### config.mk
export PLATFORM = sky130hd
export DESIGN_NAME = inertial_integrator_cal
export DESIGN_NICKNAME = d
export VERILOG_FILES = /design/src/rtl/inertial_integrator_cal.sv
export SDC_FILE = /design/constraint.sdc
export NUM_CORES = 1
export LEC_CHECK = 0
export ABC_AREA = 1
export BUFFER_PORTS_ARGS = -buffer_cell sky130_fd_sc_hd__buf_4
export CORE_MARGIN = 4
export CORE_UTILIZATION = 55
export CTS_CLUSTER_SIZE = 16
export DETAILED_ROUTE_END_ITERATION = 8
export PLACE_DENSITY = 0.72
export SYNTH_ARGS = -nofsm -noshare
export SYNTH_HDL_FRONTEND = slang
export SYNTH_SLANG_ARGS = --single-unit
### constraint.sdc
create_clock -name clk -period 19.7 [get_ports clk]
set_clock_uncertainty 0.15 [all_clocks]
set_input_delay 1.97 -clock clk [delete_from_list [all_inputs] [get_ports clk]]
set_output_delay 1.97 -clock clk [all_outputs]
set_load 0.03 [all_outputs]
### src/rtl/inertial_integrator_cal.sv
// -----------------------------------------------------------------------------
// inertial_integrator_cal
//
// Integrates offset-compensated pitch rate and nudges the integrator toward
// the accelerometer-derived pitch on every valid sample. A small CAL/RUN
// state machine learns the rate and AZ offsets by averaging 2^CAL_LOG2
// samples; cal_start re-enters calibration at any time.
//
// Optional feature (compile-time macro): INERT_INT_SAT_EN
//   defined   : the integrator saturates instead of wrapping, and sat is a
//               sticky flag that is cleared by rst or cal_start
//   undefined : the integrator wraps modulo 2^INT_W and sat is tied low
//
// Ports:
//   clk        in   system clock
//   rst        in   synchronous active-high reset (highest priority)
//   vld        in   one-cycle strobe, new ptch_rt/AZ sample
//   ptch_rt    in   [DATA_W] signed raw pitch rate
//   AZ         in   [DATA_W] signed raw Z acceleration
//   cal_start  in   one-cycle request to (re)calibrate
//   ptch       out  [DATA_W] signed fused pitch (integer part of integrator)
//   cal_done   out  high while running with valid offsets
//   sat        out  sticky integrator-saturation flag
// -----------------------------------------------------------------------------
module inertial_integrator_cal #(
  parameter int                DATA_W          = 16,
  parameter int                INT_FRAC        = 11,
  parameter int                CAL_LOG2        = 8,
  parameter logic [DATA_W-1:0] PTCH_RT_OFS_DEF = 16'h0050,
  parameter logic [DATA_W-1:0] AZ_OFS_DEF      = 16'h00A0,
  parameter int                FUDGE           = 327,
  parameter int                ACC_SHIFT       = 13,
  parameter int                FUSION_STEP     = 1024,
  parameter int                AUTO_CAL        = 1
) (
  input  logic              clk,
  input  logic              rst,
  input  logic              vld,
  input  logic [DATA_W-1:0] ptch_rt,
  input  logic [DATA_W-1:0] AZ,
  input  logic              cal_start,
  output logic [DATA_W-1:0] ptch,
  output logic              cal_done,
  output logic              sat
);

  localparam int INT_W  = DATA_W + INT_FRAC;
  localparam int ACC_W  = DATA_W + CAL_LOG2;
  localparam int CNT_W  = CAL_LOG2 + 1;
  // FUDGE is below 1024, so 11 extra bits hold the signed product.
  localparam int PROD_W = DATA_W + 11;

  localparam logic [CNT_W-1:0]        CNT_LAST = CNT_W'((1 << CAL_LOG2) - 1);
  localparam logic signed [INT_W-1:0] F_POS    = INT_W'(FUSION_STEP);
  localparam logic signed [INT_W-1:0] F_NEG    = -F_POS;

  typedef enum logic {ST_CAL, ST_RUN} state_t;

  state_t                     state_q, state_d;
  logic [CNT_W-1:0]           cnt_q, cnt_d;
  logic signed [ACC_W-1:0]    acc_rt_q, acc_rt_d;
  logic signed [ACC_W-1:0]    acc_az_q, acc_az_d;
  logic signed [DATA_W-1:0]   rate_ofs_q, rate_ofs_d;
  logic signed [DATA_W-1:0]   az_ofs_q, az_ofs_d;
  logic signed [INT_W-1:0]    ptch_int_q, ptch_int_d;
  logic                       cal_done_q, cal_done_d;

  // Datapath intermediates
  logic signed [ACC_W-1:0]    acc_rt_sum, acc_az_sum;
  logic signed [DATA_W-1:0]   rt_comp, az_comp, ptch_acc;
  logic signed [PROD_W-1:0]   az_ext, fudge_ext, prod;
  logic signed [INT_W-1:0]    f_val;
  logic signed [INT_W-1:0]    int_next;

`ifdef INERT_INT_SAT_EN
  localparam logic signed [INT_W+1:0] INT_MAX_W = (INT_W+2)'((64'sd1 <<< (INT_W-1)) - 64'sd1);
  localparam logic signed [INT_W+1:0] INT_MIN_W = -INT_MAX_W - (INT_W+2)'(1);
  logic                       sat_q, sat_d;
  logic signed [INT_W+1:0]    int_wide;
  logic                       clamp;
`endif

  always_comb begin
    // Accumulators grow by the sign-extended raw sample during calibration.
    acc_rt_sum = acc_rt_q + ACC_W'(signed'(ptch_rt));
    acc_az_sum = acc_az_q + ACC_W'(signed'(AZ));

    rt_comp = signed'(ptch_rt) - rate_ofs_q;
    az_comp = signed'(AZ) - az_ofs_q;

    az_ext    = PROD_W'(az_comp);
    fudge_ext = PROD_W'(FUDGE);
    prod      = az_ext * fudge_ext;
    ptch_acc  = DATA_W'(prod >>> ACC_SHIFT);

    if (ptch_acc > rt_comp) begin
      f_val = F_POS;
    end else if (ptch_acc < rt_comp) begin
      f_val = F_NEG;
    end else begin
      f_val = '0;
    end

`ifdef INERT_INT_SAT_EN
    // Evaluate in two extra bits so an overflow is visible before clamping.
    int_wide = (INT_W+2)'(ptch_int_q) - (INT_W+2)'(rt_comp) + (INT_W+2)'(f_val);
    clamp    = 1'b0;
    if (int_wide > INT_MAX_W) begin
      int_next = INT_MAX_W[INT_W-1:0];
      clamp    = 1'b1;
    end else if (int_wide < INT_MIN_W) begin
      int_next = INT_MIN_W[INT_W-1:0];
      clamp    = 1'b1;
    end else begin
      int_next = int_wide[INT_W-1:0];
    end
`else
    int_next = ptch_int_q - INT_W'(rt_comp) + f_val;
`endif

    state_d    = state_q;
    cnt_d      = cnt_q;
    acc_rt_d   = acc_rt_q;
    acc_az_d   = acc_az_q;
    rate_ofs_d = rate_ofs_q;
    az_ofs_d   = az_ofs_q;
    ptch_int_d = ptch_int_q;
    cal_done_d = cal_done_q;
`ifdef INERT_INT_SAT_EN
    sat_d      = sat_q;
`endif

    if (cal_start) begin
      // Restart wins over a coincident sample; offsets stay until the new
      // calibration completes.
      state_d    = ST_CAL;
      cnt_d      = '0;
      acc_rt_d   = '0;
      acc_az_d   = '0;
      ptch_int_d = '0;
      cal_done_d = 1'b0;
`ifdef INERT_INT_SAT_EN
      sat_d      = 1'b0;
`endif
    end else if (vld) begin
      case (state_q)
        ST_CAL: begin
          acc_rt_d   = acc_rt_sum;
          acc_az_d   = acc_az_sum;
          cnt_d      = cnt_q + CNT_W'(1);
          ptch_int_d = '0;
          if (cnt_q == CNT_LAST) begin
            // Arithmetic shift gives the mean rounded toward -inf.
            rate_ofs_d = DATA_W'(acc_rt_sum >>> CAL_LOG2);
            az_ofs_d   = DATA_W'(acc_az_sum >>> CAL_LOG2);
            state_d    = ST_RUN;
            cal_done_d = 1'b1;
          end
        end
        default: begin
          ptch_int_d = int_next;
`ifdef INERT_INT_SAT_EN
          if (clamp) begin
            sat_d = 1'b1;
          end
`endif
        end
      endcase
    end
  end

  always_ff @(posedge clk) begin
    if (rst) begin
      state_q    <= (AUTO_CAL != 0) ? ST_CAL : ST_RUN;
      cnt_q      <= '0;
      acc_rt_q   <= '0;
      acc_az_q   <= '0;
      rate_ofs_q <= PTCH_RT_OFS_DEF;
      az_ofs_q   <= AZ_OFS_DEF;
      ptch_int_q <= '0;
      cal_done_q <= (AUTO_CAL != 0) ? 1'b0 : 1'b1;
`ifdef INERT_INT_SAT_EN
      sat_q      <= 1'b0;
`endif
    end else begin
      state_q    <= state_d;
      cnt_q      <= cnt_d;
      acc_rt_q   <= acc_rt_d;
      acc_az_q   <= acc_az_d;
      rate_ofs_q <= rate_ofs_d;
      az_ofs_q   <= az_ofs_d;
      ptch_int_q <= ptch_int_d;
      cal_done_q <= cal_done_d;
`ifdef INERT_INT_SAT_EN
      sat_q      <= sat_d;
`endif
    end
  end

  assign ptch     = ptch_int_q[INT_W-1:INT_FRAC];
  assign cal_done = cal_done_q;
`ifdef INERT_INT_SAT_EN
  assign sat      = sat_q;
`else
  assign sat      = 1'b0;
`endif

endmodule

### After elaboration in Yosys (flattened, before gate mapping)

Index checks and enable logic that the tools add are counted.

* add/sub/neg operators: 7
* $mul: 1
* $lt $le $gt $ge: 2
* equality and inequality tests: 1
* mux-type cells: 5
* bitwise gates (word level): 2
* reductions and logical operators: 4

Operator list (count)
* 2-to-1 mux 27 bit: 3
* adder 24 x 16 -> 24 bit: 2
* subtractor 16 bit: 2
* adder 27 bit: 1
* subtractor 27 x 16 -> 27 bit: 1
* multiplier 16 x 10 -> 26 bit, second input constant: 1
* > comparator 13 x 16 -> 1 bit: 1
* less-than comparator 13 x 16 -> 1 bit: 1
* adder 9 x 1 -> 9 bit, second input constant: 1
* == test 9 x 8 -> 1 bit, second input constant: 1
* AND reduction 4 bit: 1
* AND reduction 3 bit: 1
* 2-to-1 mux 1 bit: 2
* NOT 1 bit: 2
* AND reduction 2 bit: 1
* OR reduction 2 bit: 1

* register bits: 118
* bits of input ports: 36
* output and inout bits: 18
* logic and storage cells: 30

### Logic depth before layout (Yosys ltp)

Gate-level depths: netlist of run 1.

* depth after elaboration: 7
* mapped depth: 57
* mapped depth without buffers: 57

### Worst setup path before layout of run 1

Ideal clock, no wire load.

* path type: input port to flip-flop
* start: input AZ[10]
* end: register ptch_int_q[17]
* library setup time: 70 ps
* arrival time: 10827 ps
* data required time: 19480 ps
* path slack: 8653 ps
* stages: 51
* path buffers: 1
* cells stage by stage: ha_1 > buf_6 > nand2_2 > inv_2 > nand3_1 > and2b_1 > nand2_1 > nand2_1 > nand2_1 > nand2_1 > inv_1 > ha_1 > ha_1 > fa_1 > fa_1 > inv_1 > fa_1 > inv_1 > [... 15 more ...] > nor2_1 > nand2_1 > nand2_1 > nand2_1 > nor4b_1 > fa_1 > inv_1 > ha_1 > nand2_1 > inv_1 > a21oi_1 > o21bai_1 > a21o_1 > nand2_1 > nand2_1 > a21oi_1 > o21ai_0 > a21oi_1

* longest elaborated chain between the ends: 7

RTL lines
* start, declared: line 40 `input logic [DATA_W-1:0] AZ,`
* subtractor 16 bit *: line 89 `az_comp = signed'(AZ) - az_ofs_q;`
* multiplier 16 x 10 -> 26 bit *: line 93 `prod = az_ext * fudge_ext;`
* less-than comparator 13 x 16 -> 1 bit: line 98 `end else if (ptch_acc < rt_comp) begin`
* 2-to-1 mux 27 bit: line 98
* 2-to-1 mux 27 bit *: line 96 `if (ptch_acc > rt_comp) begin`
* adder 27 bit *: line 118 `int_next = ptch_int_q - INT_W'(rt_comp) + f_val;`
* 2-to-1 mux 27 bit *: line 146 `case (state_q)`
* end signal, assigned: line 192 `ptch_int_q <= ptch_int_d;`
* end, declared: line 65 `logic signed [INT_W-1:0] ptch_int_q, ptch_int_d;`

Every way passes the cells marked *; elsewhere a longest branch is shown, timed or not.
A chain may end at the register's enable or synchronous reset.

### Final worst setup path of run 1

Same ends and word-level chain as after synthesis.

==> results of run 1 <==
-- sequential cells by signal (all words and copies together), names as in the netlist --
signal and count:
acc_az_q 24, acc_rt_q 24, az_ofs_q 16, cal_done 1
cnt_q 9, ptch_int_q 27, rate_ofs_q 16, state_q 1
-- power breakdown --
group,internal (uW),switching [uW]
clock,203,127
combinational,550,881
sequential,244,3.05
total,997,1010
-- how the worst min path moves through the flow --
stage	startpoint	to	slack, ps	depth (start not counted)
2_1_floorplan	rate_ofs_q[4]	rate_ofs_q[4]	290	2
3_3_place_gp	cal_done	cal_done	300	2
3_5_place_dp	ptch_int_q[10]	ptch_int_q[10]	310	2
4_1_cts	ptch_int_q[10]	ptch_int_q[10]	320	2
5_1_grt	ptch_int_q[10]	ptch_int_q[10]	340	2
6_report	ptch_int_q[10]	ptch_int_q[10]	320	2
-- critical path: cells and delay by family --
family                   cells  cell delay (ps)
adder cells (fa/ha/maj)     10             4080
AND/OR/NAND/NOR             26             4370
AO/OA/AOI/OAI                7             1100
buffers and inverters        8              700
-- metal layers --
metal	track usage	vias up	routed length (um)
met2	0.447	252	16500
li1	-	6539	-
met4	0.0768	0	931
met5	0	-	0
met1	0.336	5928	16400
met3	0.0333	63	1420
-- cell families (layout without fill, tap and decap cells) --
family | count (synthesis) | count (layout) | share of synthesized area
AOI/OAI and AO/OA | 391 | 391 | 0.164
and+or+nand+nor | 733 | 733 | 0.229
other | 1 | 1 | 0.000272
adders and majority gates | 265 | 265 | 0.275
buffers and inverters | 411 | 447 | 0.117
DFF | 118 | 118 | 0.171
xor gates and xnor gates | 65 | 65 | 0.0430
-- per-stage QoR --
step                hold slack [ps]  power (uW)  cells  utilization
floorplan                       290        1360   1984            -
global placement                300        1640   2312        0.586
detailed placement              305        1670   2312        0.586
CTS                             321        2010   2344        0.611
global route                    343        2250   2344        0.611
finish                          320        2010   2344        0.611
-- cell type report --
| type | instances | area [um^2] |
|---|---|---|
| multi-input cells | 1455 | 9810 |
| inverters | 359 | 1350 |
| fillers | 2344 | 9500 |
| well taps | 324 | 405 |
| clock buffers | 18 | 439 |
| clock inverters | 14 | 174 |
| flip-flops and latches | 118 | 2360 |
| repair buffers | 56 | 420 |
-- synthesized netlist by cell type (6+ instances only) --
master	instances
inv_1	352
nand2_1	345
ha_1	203
a21oi_1	181
nor2_1	168
nand3_1	119
dfxtp_1	118
o21ai_0	99
fa_1	62
xor2_1	43
o211ai_1	38
nor3_1	29
clkbuf_1	27
nand4_1	25
a21o_1	19
xnor2_1	19
buf_4	17
o21bai_1	13
nand3b_1	12
o21ai_1	8
nand2_2	7
or2_1	7
inv_2	6
or2_2	6
==> metrics.yaml, run 1 <==
status: "complete, no violations"
routabilityCongestion: 0.924
grt_usage: 0.257
dr.pass1.iters: 5
placed_area_um2: 14300
dieArea_um2: 27600
layout_common_cells: "inv_1, nand2_1, ha_1"
rr_startpoint: "az_ofs_q[10]"
crit_top_cell: "nand2_1"
drtIter0Drc: 680
crit_fanout: 17
grt_overflow: 0
dieWidth_um: 166
finalSetupTns_ps: 0
synth-edff-count: 0
r2r_cells: 51
yosys_warnings: 0
syn-num-nets: 2285
area_delta_synth_final_pct: 8.59
via_per_inst: 5.45
grt_pass1_wl_um: 59900
route.detailed.drc: 0
cts_resized: 0
setup.worst_path.start: "AZ[10]"
ios: 54
cp-start-kind: "input port"
port_buffers: 52
rsz0062_at_grt: "no"
hold_buffers: 0
rows: 57
yosysTopAreaCell: "ha_1"
async_flop_share: 0
core_area_um2: 24500
clk_latency_ps: 420
drv_slew: 0
crit_path_max_incr_delay_ps: 680
start_util: 0.563
synth.area.top_cells: "ha_1, dfxtp_1, inv_1"
setup_ws_ps: 7640
syn_area_per_cell_um2: 6.94
crit_path_end: "ptch_int_q[17]"
crit_type: "input port to flip-flop"
grt_max_degree: 87
hpwl_um: 27600
syn_inst: 1984
wl_per_cell_um: 15.0
reg2reg_slack_ps: 8920
synth_seq_cells: 118
tightest_slew_ps: 953
final_common_cell: "inv_1"
finalCriticalPeriod_ps: 12060
dp_worst_setup_slack_ps: 7260
critPathArrivalTime_ps: 12260
crit_required_ps: 19900
worst_path_max_delay_cell: "nand2_1"
path_clk_slew_ps: 70
clock-sinks: 118
power_density_nw_per_um2: 134
setup.worst_path.end_class: "flip-flop"
yosys.area.top_type_share: 0.184
hold_path.class: "flip-flop to flip-flop"
fin_crit_sh: 0.612
antenna_cells: 0
grt_pass1_vias: 12768
yosys.cell_types.count: 55
max_clock_freq_ghz: 0.0829
seq_area_frac_synth: 0.171
rr_endpoint: "ptch_int_q[17]"
hold_viol: 0
cts_buffers: 17
vias: 12782
maxCapViolCount: 0
ctsRootBufferMaster: "clkbuf_16"
leakagePower_uw: 0.00792
ys.flop_type: "dfxtp_1"
grt_antenna_before_repair: 0
tritoncts: "yes"
max-vdd-ir-drop_mv: 0.0928
die_y_um: 166
drive_gt1_frac: 0.0649
design_area_um2: 15000
antenna_left: 0
clock_path_buffers: 2
layout.nets: 2308
finalSetupViolCount: 0
slew_headroom: 0.363
ctsHtreeMaxLevel: 4
netlist_area_um2: 13800
wl_um: 35200
cts_setup_buffers: 0
Power figures use the tool's default switching activity.
==> run 2: changes to the inputs <==
- PLACE_DENSITY: 0.72 -> 0.75
- clock period: 19.7 -> 9.7 ns (I/O delays scaled with it)
==> run 2 against run 1 <==
Against the previous run:
- cell count increased by 1.5%
- register-to-register slack got worse by 8200 ps
- cell area increased by 4.3%
- total power increased by 130%
- non-clock buffer count increased by 34
- via count increased by 1.6%
- sequential share of layout area decreased by 0.65 points
- clock power increased by 94%
- hold slack got worse by 4.0 ps
- critical path type unchanged
- highest routed layer unchanged
==> metrics.yaml, run 2 (same netlist as run 1, synthesis figures left out) <==
finalSetupViolCount: 0  # unchanged
crit_top_cell: "nand2_1"
grt_overflow: 0  # unchanged
clockPowerShare: 0.142  # -0.023
via_per_inst: 5.46  # +0.12%
wl_um: 35000  # -0.53%
finalCriticalPeriod_ps: 9300
drtIter0Drc: 843  # +24%
grt_antenna_before_repair: 0  # unchanged
power_density_nw_per_um2: 291  # +120%
setup.worst_path.end_class: "flip-flop"
tritoncts: "yes"
vias: 12983  # +1.6%
grt_pass1_wl_um: 58500  # -2.4%
hold_buffers: 0  # unchanged
start_util: 0.563  # unchanged
p_int_uw: 2260  # +130%
routabilityCongestion: 0.915  # -1.0%
path_clk_slew_ps: 60  # about the same
final_util: 0.638  # +0.0264
drive_gt1_frac: 0.109  # +0.0437
regMostFlops: "ptch_int_q"
leakagePower_uw: 0.00812  # +2.6%
dieArea_um2: 27600  # unchanged
swShare: 0.501  # -0.00241
hold_path.class: "flip-flop to flip-flop"
whs_ps: 316  # -3.98 ps
ctsHtreeMaxLevel: 4  # unchanged
finalSetupTns_ps: 0  # unchanged
grt_pass1_vias: 12471  # -2.3%
p_switching_uw: 2270  # +120%
port_buffers: 52  # unchanged
crit_required_ps: 9820  # -10080 ps
max_clock_freq_ghz: 0.108
die_y_um: 166  # unchanged
totalPowerFinal_uw: 4540  # +130%
clock_path_buffers: 2  # unchanged
fin_crit_sh: 0.958
clock-sinks: 118  # unchanged
dieWidth_um: 166  # unchanged
crit_fanout: 14  # -3
hold_viol: 0  # unchanged
combPwrFrac: 0.748  # +0.035
hpwl_um: 27100  # -1.8%
route.detailed.drc: 0  # unchanged
layout_common_cells: "inv_1, nand2_1, ha_1"
rows: 57  # unchanged
worst_path_max_delay_cell: "fa_1"
status: "complete, no violations"
tightest_slew_ps: 1140  # +189 ps
core_area_um2: 24500  # unchanged
clk_latency_ps: 430  # about the same
grt_usage: 0.249  # -0.00891
final_common_cell: "inv_1"
max-vdd-ir-drop_mv: 0.252  # +170%
ios: 54  # unchanged
largest_reg_flops: 27  # unchanged
p_seq_frac: 0.110  # -0.013
design_area_um2: 15600  # +4.3%
wl_per_cell_um: 14.7  # -2.0%
drv_slew: 0  # unchanged
dr.pass1.iters: 5  # unchanged
critPathArrivalTime_ps: 9420  # -2840 ps
antenna_left: 0  # unchanged
cts_buffers: 17  # unchanged
grt_max_degree: 88  # +1.1%
area_delta_synth_final_pct: 13.3
antenna_cells: 0  # unchanged
crit_path_max_incr_delay_ps: 550  # -130 ps
slew_headroom: 0.238  # -0.125
reg_top3: "ptch_int_q (27), acc_az_q (24), acc_rt_q (24)"
layout.nets: 2342  # +1.5%
placed_area_um2: 14600  # +1.7%
rsz0062_at_grt: "yes"
ctsRootBufferMaster: "clkbuf_16"
crit_type: "input port to flip-flop"
cp-start-kind: "input port"
maxCapViolCount: 0  # unchanged
run 2: changes by cell type in the layout (fill, tap and decap cells not counted), moves of 7 or more:
cell / previous run / this run
a21oi_1: 181 / 169
ha_4: 0 / 14
buf_4: 56 / 89
ha_1: 203 / 189
nand2_1: 345 / 338
nor2_1: 166 / 159
a21oi_2: 5 / 17
nand2_2: 7 / 14
run 2: area by class of cell:
cell class | count | area, um^2
fillers | 2115 | 8860
well taps | 324 | 405
multi-input cells | 1455 | 10200
flip-flops and latches | 118 | 2360
clock buffers | 23 | 498
clock inverters | 9 | 91.3
inverters | 359 | 1350
repair buffers | 90 | 688
run 2: power by group through the flow:
stage               sequential, uW  clock [uW]  combinational [uW]
finish                         501         643                3400
detailed placement             512           0                3020
global route                   502         674                3850
global placement               511           0                2920
CTS                            501         649                3030
floorplan                      510           0                2260
run 2: worst max-delay path, delay by kind of cell:
| kind | cells | cell delay [ps] |
|---|---|---|
| adder cells (fa/ha/maj) | 10 | 3760 |
| AND/OR/NAND/NOR | 25 | 2640 |
| buffers and inverters | 11 | 1030 |
| AO/OA/AOI/OAI | 7 | 860 |
| XOR/XNOR | 1 | 160 |
run 2: through the flow:
stage / worst slack, ps / std cells
final: 403 / 2378
after global routing: -153 / 2378
after CTS: 155 / 2375
after detailed placement: -278 / 2343
after global placement: -84.0 / 2343
after floorplan: 164 / 1984
run 2: repair_timing:
action,in CTS,in global routing
endpoints found under the setup margin,0,16
setup buffers,0,3
gates resized for setup,0,73
run 2: final timing paths:
check	start	depth (start not counted)	to	slack, ps
max reg2reg	az_ofs_q[0]	52	ptch_int_q[20]	760
max	AZ[0]	54	ptch_int_q[20]	400
min reg2reg	rate_ofs_q[4]	2	rate_ofs_q[4]	320
min	rate_ofs_q[4]	2	rate_ofs_q[4]	320
run 2: per-layer routing:
| layer | GRT usage | share of wire |
|---|---|---|
| met1 | 0.335 | 0.46 |
| met2 | 0.428 | 0.48 |
| met3 | 0.0307 | 0.042 |
| met4 | 0.0562 | 0.017 |
| met5 | 0 | 0 |
==> run 3: changes to the inputs <==
- PLACE_DENSITY: 0.75 -> 0.77
- clock period: 9.7 -> 8 ns (I/O delays scaled with it)
==> run 3 against run 2 <==
Against the previous run:
- the run now ends with negative setup slack left
- sequential power grew 21%
- first-iteration DRC count rose by 39%
- critical path depth down 1
- core utilization up 8.7 points
- cell count up 6.6%
- cell area grew 14%
- non-clock buffer count grew 156
- combinational power up 73%
- sequential share of layout area is 1.8 points lower
- hold slack improved by 10 ps
- die area did not move
==> metrics.yaml, run 3 (same netlist as run 1, synthesis figures left out) <==
drtIter0Drc: 1173  # +39%
hpwl_um: 30100  # +11%
hold_viol: 0  # unchanged
via_per_inst: 5.61  # +2.8%
leakagePower_uw: 0.00900  # +11%
ctsRootBufferMaster: "clkbuf_16"
dr.pass1.iters: 5  # unchanged
hold_path.class: "flip-flop to flip-flop"
hold_depth: 2  # unchanged
routabilityCongestion: 0.930  # +1.7%
max_clock_freq_ghz: 0.112
cts_buffers: 17  # unchanged
dieArea_um2: 27600  # unchanged
finalSetupTns_ps: -13370  # -13370 ps
port_buffers: 52  # unchanged
setup.worst_path.end_class: "flip-flop"
critPathBufInv: 11  # unchanged
start_util: 0.563  # unchanged
slew_headroom: 0.336  # +0.0981
path_clk_slew_ps: 70  # about the same
ios: 54  # unchanged
drive_gt1_frac: 0.223  # +0.115
whs_ps: 326  # +10.0 ps
grt_max_degree: 88  # unchanged
design_area_um2: 17700  # +14%
rows: 57  # unchanged
fin_crit_sh: 1.12
area_delta_synth_final_pct: 28.6
grt_antenna_before_repair: 0  # unchanged
crit_path_max_incr_delay_ps: 550  # about the same
grt_pass1_wl_um: 66500  # +14%
tritoncts: "yes"
core_area_um2: 24500  # unchanged
setup_ws_ps: -931  # -1330 ps
reg_top3: "ptch_int_q (27), acc_az_q (24), acc_rt_q (24)"
clock-sinks: 118  # unchanged
clock_path_buffers: 2  # unchanged
antenna_left: 0  # unchanged
finalCriticalPeriod_ps: 8930
critPathArrivalTime_ps: 9070  # -350 ps
layout.nets: 2499  # +6.7%
tightest_slew_ps: 993  # -150 ps
route.detailed.drc: 0  # unchanged
crit_cells: 53  # -1.9%
max-vdd-ir-drop_mv: 0.414  # +65%
wl_per_cell_um: 16.8  # +14%
drv_slew: 0  # unchanged
cp-start-kind: "input port"
worst_path_max_delay_cell: "fa_2"
crit_type: "input port to flip-flop"
crit_top_cell: "ha_4"
clk_latency_ps: 430  # about the same
maxCapViolCount: 0  # unchanged
layout_common_cells: "inv_1, nand2_1, buf_4"
hold_buffers: 0  # unchanged
ctsHtreeMaxLevel: 4  # unchanged
power_density_nw_per_um2: 414  # +42%
wl_um: 42600  # +22%
grt_overflow: 0  # unchanged
finalSetupViolCount: 17  # +17
regMostFlops: "ptch_int_q"
crit_required_ps: 8130  # -1690 ps
r2r_cells: 51  # -1.9%
grt_pass1_vias: 13996  # +12%
violations: "negative setup slack"
largest_reg_flops: 27  # unchanged
vias: 14229  # +9.6%
dieWidth_um: 166  # unchanged
crit_family: "adder cells"
die_y_um: 166  # unchanged
rsz0062_at_grt: "yes"
antenna_cells: 0  # unchanged
final_common_cell: "inv_1"
crit_fanout: 6  # -8
placed_area_um2: 16000  # +9.9%
status: "finished, violations left"
totalPowerFinal_uw: 7340  # +62%
grt_usage: 0.285  # +0.0365
## run 3: cell types whose count changed in the layout (fill, tap and decap cells not counted), moves of 10 or more
cell,before,now
buf_4,89,239
o21ai_0,93,78
nand2_2,14,24
ha_1,189,161
inv_2,7,19
nand2_1,338,316
nand3_1,113,100
inv_1,351,333
o21ai_1,13,27
ha_4,14,39
nor2_1,159,148
## run 3: worst paths after layout
| kind | startpoint | to | slack (ps) |
|---|---|---|---|
| max | AZ[0] | ptch_int_q[20] | -930 |
| min | ptch_int_q[9] | ptch_int_q[9] | 330 |
| max reg2reg | az_ofs_q[0] | ptch_int_q[20] | -790 |
| min reg2reg | ptch_int_q[9] | ptch_int_q[9] | 330 |
## run 3: worst reg2reg max path, delay by kind of cell (launching register included)
family,cells,cell delay (ps)
adders and majority gates,11,3820
and+or+nand+nor,23,2500
buffers and inverters,9,730
AOI/OAI and AO/OA,6,710
xor gates and xnor gates,2,380
DFF,1,370
## run 3: layout make-up
class                   count  area, um^2
multi-input cells        1456       11100
clock buffers              19         443
repair buffers            246        1890
inverters                 359        1370
fillers                  1809        6740
well taps                 324         405
flip-flops and latches    118        2360
clock inverters            13         180
## run 3: timing repair
action,in CTS,in global routing
gates cloned,1,0
setup endpoints to repair,17,17
buffers inserted,11,7
pin swaps,40,55
gates resized for setup,96,84
## run 3: metal layers
layer	routed length, um	global-route usage	up-vias	part of all wire
met3	2430	0.0390	122	0.057
met5	0	0	-	0
met4	1480	0.0847	0	0.035
met2	20600	0.504	466	0.48
met1	18100	0.363	6691	0.43
li1	-	-	6950	-
## run 3: power breakdown
part	leakage [uW]	internal [uW]	total, uW	switching, uW
clock	0.000299	528	842	314
sequential	0.000957	600	608	7.34
combinational	0.00774	2740	5890	3150
## run 3: metrics by stage
step                      setup slack [ps]  std cells   util
after CTS                             -587       2528  0.705
after floorplan                       -527       1984      -
after global routing                 -1450       2535  0.724
final                                 -931       2535  0.724
after global placement               -1060       2484  0.656
after detailed placement             -1270       2484  0.656
